**src/rtl/sliding_window_agg.sv**
```systemverilog
// Sliding-window aggregator: NUM_BUCKETS rotating time buckets of BUCKET_CYCLES clocks each,
// with a saturating running total answered one clock after an evaluation strobe.
module sliding_window_agg #(
    parameter int DATA_W        = 64,
    parameter int OUT_W         = 64,
    parameter int NUM_BUCKETS   = 2,
    parameter int BUCKET_CYCLES = 10,
    parameter int AGG_MODE      = 0,
    localparam int CB_W = (NUM_BUCKETS > 1) ? $clog2(NUM_BUCKETS) : 1
) (
    input  logic              clk,
    input  logic              rst,
    input  logic              en,
    input  logic [DATA_W-1:0] in_data,
    input  logic              in_valid,
    input  logic              eval_req,
    output logic [OUT_W-1:0]  win_out,
    output logic              win_valid,
    output logic [CB_W-1:0]   cur_bucket,
    output logic              sat
);

    localparam int TW = (BUCKET_CYCLES > 1) ? $clog2(BUCKET_CYCLES) : 1;
    // Two guard bits so total + c - evicted never wraps before the clamp.
    localparam int W  = ((DATA_W > OUT_W) ? DATA_W : OUT_W) + 2;
    localparam logic signed [W-1:0] MAX_W = $signed({{(W-OUT_W+1){1'b0}}, {(OUT_W-1){1'b1}}});
    localparam logic signed [W-1:0] MIN_W = ~MAX_W;

    logic [OUT_W-1:0]     bucket [NUM_BUCKETS];
    logic [OUT_W-1:0]     total;
    logic [TW-1:0]        timer;
    logic                 rotate;
    logic [CB_W-1:0]      nxt_bucket;
    logic signed [W-1:0]  c_w;
    logic signed [W-1:0]  evict_w;
    logic signed [W-1:0]  bucket_sum;
    logic signed [W-1:0]  eval_sum;
    logic signed [W-1:0]  total_sum;

    function automatic logic [OUT_W-1:0] clamp(input logic signed [W-1:0] x);
        if (x > MAX_W) return {1'b0, {(OUT_W-1){1'b1}}};
        if (x < MIN_W) return {1'b1, {(OUT_W-1){1'b0}}};
        return x[OUT_W-1:0];
    endfunction

    function automatic logic clipped(input logic signed [W-1:0] x);
        return (x > MAX_W) || (x < MIN_W);
    endfunction

    always_comb begin
        c_w = '0;
        if (in_valid) begin
            if (AGG_MODE == 1) c_w = {{(W-1){1'b0}}, 1'b1};
            else               c_w = W'($signed(in_data));
        end
        rotate     = (timer == TW'(BUCKET_CYCLES-1));
        nxt_bucket = (cur_bucket == CB_W'(NUM_BUCKETS-1)) ? '0 : cur_bucket + 1'b1;
        evict_w    = '0;
        if (rotate) evict_w = W'($signed(bucket[nxt_bucket]));
        bucket_sum = W'($signed(bucket[cur_bucket])) + c_w;
        eval_sum   = W'($signed(total)) + c_w;
        total_sum  = eval_sum - evict_w;
    end

    // A same-cycle event goes into the outgoing bucket; the entered bucket is cleared.
    always_ff @(posedge clk) begin
        if (!rst) begin
            for (int i = 0; i < NUM_BUCKETS; i++) bucket[i] <= '0;
            total      <= '0;
            timer      <= '0;
            cur_bucket <= '0;
            win_out    <= '0;
            win_valid  <= 1'b0;
            sat        <= 1'b0;
        end else if (en) begin
            win_valid <= eval_req;
            if (eval_req) win_out <= clamp(eval_sum);
            bucket[cur_bucket] <= clamp(bucket_sum);
            total <= clamp(total_sum);
            if (rotate) begin
                timer              <= '0;
                bucket[nxt_bucket] <= '0;
                cur_bucket         <= nxt_bucket;
            end else begin
                timer <= timer + 1'b1;
            end
            if (clipped(bucket_sum) || clipped(total_sum) || (eval_req && clipped(eval_sum)))
                sat <= 1'b1;
        end else begin
            win_valid <= 1'b0;
        end
    end

endmodule

```
**config.mk**
```make
export PLATFORM = sky130hd
export DESIGN_NAME = sliding_window_agg
export DESIGN_NICKNAME = d
export VERILOG_FILES = /design/src/rtl/sliding_window_agg.sv
export SDC_FILE = /design/constraint.sdc
export NUM_CORES = 1
export LEC_CHECK = 0
export CORE_MARGIN = 2
export CORE_UTILIZATION = 45
export DETAILED_ROUTE_END_ITERATION = 8
export DONT_BUFFER_PORTS = 1
export GPL_ROUTABILITY_DRIVEN = 0
export GPL_TIMING_DRIVEN = 0
export PLACE_DENSITY = 0.66
export RECOVER_POWER = 50
export SLEW_MARGIN = 5
export SYNTH_ARGS = -nofsm -noshare
export SYNTH_HDL_FRONTEND = slang
export SYNTH_SLANG_ARGS = --single-unit
```
**constraint.sdc**
```tcl
create_clock -name clk -period 17 [get_ports clk]
set_input_delay 4.25 -clock clk [delete_from_list [all_inputs] [get_ports clk]]
set_output_delay 4.25 -clock clk [all_outputs]
set_load 0.005 [all_outputs]
```
# Word level (Yosys, flattened, before mapping)

Memory sizes are Yosys's and may differ from the RTL's. A register that Yosys moved wholly into a read port is not among the register bits.
Cells that the tools add are included.

Flip-flop bits (word level): 135
Bits in latches: 0
RAM bits: 128
Bits in read-only memories: 0
Input port bits: 69
Output and inout port bits: 67
Memories kept: 1

Memory list:

| memory | depth | bits a word | read ports | clocked after memory_dff | wr ports | RTL line | text |
|---|---|---|---|---|---|---|---|
| bucket | 2     | 64          | 2          | 1                        | 2        | 29       | `logic [OUT_W-1:0] bucket [NUM_BUCKETS];` |

$add $sub $neg: 5
$mul: 0
Divide/modulo/power cells: 0
Order comparisons: 6
Equal/unequal tests: 1
Shift-type cells: 0
Mux-type cells: 57
Bitwise logic cells: 0
Reduce and logical (&&, ||, !) cells: 12

Operators with widths:

| cell                 | count |
|---|---|
| $mux 64              | 16 |
| $gt 66x64->1 const B | 3 |
| $lt 66x64->1 const B | 3 |
| $add 64x66->66       | 2 |
| $mux 66              | 2 |
| $reduce_or 64->1     | 2 |
| $sub 66x66->66       | 1 |
| $mux 1               | 38 |
| $reduce_and 2->1     | 4 |
| $logic_or 1x1->1     | 5 |
| $add 4x1->4 const B  | 1 |
| $eq 4x4->1 const B   | 1 |
| $mux 4               | 1 |
| $add 1x1->1 const B  | 1 |
| $logic_and 1x1->1    | 1 |

# Depth between registers and ports, before layout

Depth in word-level cells: 14
Mapped depth: 35

# Worst setup path before layout

Ideal clock, no wire load.

Kind: in2reg
From: in in_valid
To: reg total[51]
Setup time: 0.122 ns
Arrival: 11.047 ns
Path slack: 5.831 ns
Stages: 33
Path buffers: 7
Cells stage by stage: buf_2 -> buf_2 -> buf_2 -> clkbuf_1 -> clkbuf_1 -> and2_1 -> ha_1 -> inv_1 -> fa_1 -> nor2b_1 -> o211ai_1 -> a32oi_1 -> a2bb2oi_1 -> a21bo_2 -> o21ai_0 -> maj3_1 -> a21oi_1 -> xnor2_1 -> ha_1 -> clkbuf_1 -> nand2_1 -> or3_1 -> or3_1 -> a311oi_1 -> o21ai_1 -> o31ai_1 -> a31oi_1 -> o21ba_2 -> and3_1 -> or4_4 -> a21boi_2 -> buf_2 -> a21oi_1

Word-level cells in the longest chain between the ends: 10
Elaborated cells between the ends (all ways): 15

Ends and longest elaborated chain:

| element              | RTL line | text |
|---|---|---|
| from (decl)          | 15       | `input logic in_valid,` |
| $mux 66 (*)          | 52       | `if (in_valid) begin` |
| $add 64x66->66 (*)   | 61       | `eval_sum = W'($signed(total)) + c_w;` |
| $sub 66x66->66 (*)   | 62       | `total_sum = eval_sum - evict_w;` |
| $lt 66x64->1         | 42       | `if (x < MIN_W) return {1'b1, {(OUT_W-1){1'b0}}};` |
| $mux 1 (2 in a row)  | 42       |  |
| $mux 1               | 75       | `end else if (en) begin` |
| $mux 1               | 67       | `if (!rst) begin` |
| $mux 64              | 43       | `return x[OUT_W-1:0];` |
| $mux 64 (*)          | 42       |  |
| to (signal assigned) | 79       | `total <= clamp(total_sum);` |
| to (decl)            | 30       | `logic [OUT_W-1:0] total;` |

Every way passes the cells marked *; elsewhere a longest branch is shown, timed or not. The select of a mux whose other input is x is not followed.
A chain may end at the register's enable or synchronous reset.

# Worst setup path after layout

From: in in_valid
To: reg total[58]

The elaborated chain is that of the path after synthesis.

==> impl_metrics.tcl <==
set metrics [dict create \
    grt_pass1_wl_mm 135 \
    layout_common_cells "o21ai_0 (424), a21oi_1 (407), nand2_1 (383), dfxtp_1 (264), clkbuf_1 (201)" \
    crit_family "compound AO/OA/AOI/OAI gates" \
    fmax_ghz 0.0635 \
    hold_viol 0 \
    postRouteAntennaNets 0 \
    die_y_um 234 \
    nets 3564 \
    slowest_stage "a211oi_1" \
    worstSkewPairLatency_ps 580 \
    run_status "complete, but fails checks" \
    multi_input_area_sq_um 17400 \
    timing.slew.headroom_pct -5.59 \
    grt.total_usage_pct 31.9 \
    crit_buf_inv 8 \
    coreArea_sq_um 52600 \
    syn_area_per_cell_sq_um 7.29 \
    io-pin-count 136 \
    violations "capacitance limit, slew limit" \
    drtIter0Drc 2671 \
    dp_hpwl_mm 71.4 \
    die_x_um 234 \
    critPathArrivalTime_ps 16260 \
    rows 84 \
    final_common_cell "o21ai_0" \
    slew_violations 9 \
    p_leak_nw 10.4 \
    critPathMostFrequentCell "clkbuf_1" \
    path_class "input pin to flip-flop" \
    rsz0062_at_grt "false" \
    cts_tree "yes" \
    cts_made_buffers 34 \
    critPathCaptureType "flip-flop" \
    wl_mm 90.3 \
    path_clk_slew_ps 60 \
    start_util_pct 45.5 \
    postSynthRegisterBits 264 \
    layout-drive-gt1-share_pct 7.28 \
    fin_util_pct 49.4 \
    cts-root-to-sink-buffers 3 \
    grt_max_degree 13 \
    cp-start-kind "input pin" \
    viasPerCell 6.27 \
    period_share_pct 92.7 \
    layout_min_cycle_time_ps 15760 \
    seqCellArea_sq_um 5290 \
    ir_drop_uv 85.8 \
    clock_skew_ps 26.6 \
    post-route-drc-count 0 \
    portBuffers 0 \
    fillCellCount 5365 \
    synth_edf_count 0 \
    synthCells 3276 \
    overflow 0 \
    cts.sinks 264 \
    power_density_nw_per_um2 180 \
    cts-root-buf "clkbuf_16" \
    async_flop_share_pct 0 \
    total_power_w 0.00467 \
    cp.required_ps 17500 \
    die_area_sq_um 54900 \
    cp-startpoint "in_valid" \
    cts.htree.levels 2 \
    dr.pass1.iters 6 \
    ys_dominant_reg_cell "dfxtp_1" \
    grt_pass1_vias 22707 \
    path_max_fanout 10 \
    hold_path.startpoint "bucket[1][47]" \
    syn_area_sq_um 23900 \
    antenna_found_initial 7 \
    worst_slew_pin_slew_ps 1580 \
    drv_cap 1 \
    cts-resized-gates 0 \
    synth_cell_types 84 \
    hp-class "flip-flop to flip-flop" \
    reg2reg_from "total[1]" \
    setup_viol 0 \
    area_delta_synth_final_pct 8.78 \
    num_vias 25293 \
    yosysWarnings 0 \
    wire_per_inst_um 22.4 \
    post_cts_buffers 0 \
    critical-path-max-stage-delay_ps 990 \
    fin_tns_setup_ps 0 \
    yosysSeqAreaShare_pct 22.1 \
    hold_buffers 0 \
    syn_nets 3526 \
]
## registers in the layout, summed over array words and instances (netlist names), named ones only
name / cells
bucket: 128
total: 64
win_out: 64
timer: 4
cur_bucket: 1
sat: 1
win_valid: 1
## layer usage
layer / track usage [%] / vias up / wire [um]
met4: 15.0 / 0 / 4440
met5: 0 / - / 0
met1: 42.7 / 11821 / 38300
met3: 7.03 / 229 / 8770
li1: - / 11996 / -
met2: 48.7 / 1247 / 38700
## final cells by class
cell class | instances | area share [%]
buffer | 227 | 3.39
tap | 688 | 3.31
clock buffer | 44 | 3.66
inverter | 82 | 1.18
timing repair buffer | 2 | 0.0867
multi-input combinational | 2703 | 67.1
sequential | 264 | 20.3
clock inverter | 16 | 0.920
antenna | 6 | 0.0578
## path summary, 6_finish.rpt
kind	endpoint	slack, ps	cells past startpoint
worst max-delay path	total[58]	1240	31
worst min-delay path	bucket[1][47]	460	2
worst max register to register	total[58]	7960	25
worst min register to register	bucket[1][47]	460	2
## power by group
part | total (W) | internal [W] | switching (W) | leakage, nW
clock | 0.000789 | 0.000473 | 0.000316 | 0.575
sequential | 0.000814 | 0.000734 | 0.0000796 | 2.17
combinational | 0.00307 | 0.00110 | 0.00197 | 7.67
total | 0.00467 | 0.00231 | 0.00237 | 10.4
## metrics by stage
step | instances | area (sq um) | hold WS [ps] | setup slack, ps
floorplan | 3276 | 23900 | 437 | 5830
global placement | 3964 | 24700 | 450 | 1630
detailed placement | 3966 | 24800 | 454 | 1680
CTS | 4026 | 26000 | 461 | 2250
global route | 4029 | 26000 | 486 | 1040
finish | 4032 | 26000 | 463 | 1240
## worst register-to-register path: stages, from the launching register on
cell,delay (ps)
dfxtp_1,310
ha_1,290
a21o_1,200
maj3_2,370
o211ai_1,140
nand3_1,390
o21ai_0,870
o21bai_1,230
a21oi_1,380
xnor2_1,270
ha_1,300
clkbuf_1,180
o21ai_0,230
o21ai_0,130
a221oi_1,320
nor2_1,80
a211oi_1,990
nand3_1,310
a311oi_4,400
o41ai_2,170
a211oi_1,250
a2bb2oi_1,990
buf_4,400
buf_2,350
o22ai_1,220
a21oi_1,200
## logic make-up (layout without fill, tap and decap cells)
kind of cell               after synthesis  in the layout  share of synthesized area (%)
AOI/OAI and AO/OA                     1248           1248                           31.3
xor gates and xnor gates               183            183                           6.71
adders and majority gates              189            189                           9.92
buffers and inverters                  309            371                           4.99
DFF                                    264            264                           22.1
muxes                                  138            138                           6.43
other                                    0              6                              0
and+or+nand+nor                        945            945                           18.5
## Yosys cell counts, types with 60 or more instances
cell      instances  area (sq um)
clkbuf_1        188           706
a21oi_1         409          2050
xnor2_1         123          1080
mux2_2          124          1400
dfxtp_1         264          5290
nor2_1          187           702
xor2_1           60           526
o21ai_0         424          2120
inv_1            82           308
ha_1            178          2230
a21o_1           98           736
and2_1           77           482
nand2_1         383          1440
Power figures use the tool's default switching activity.
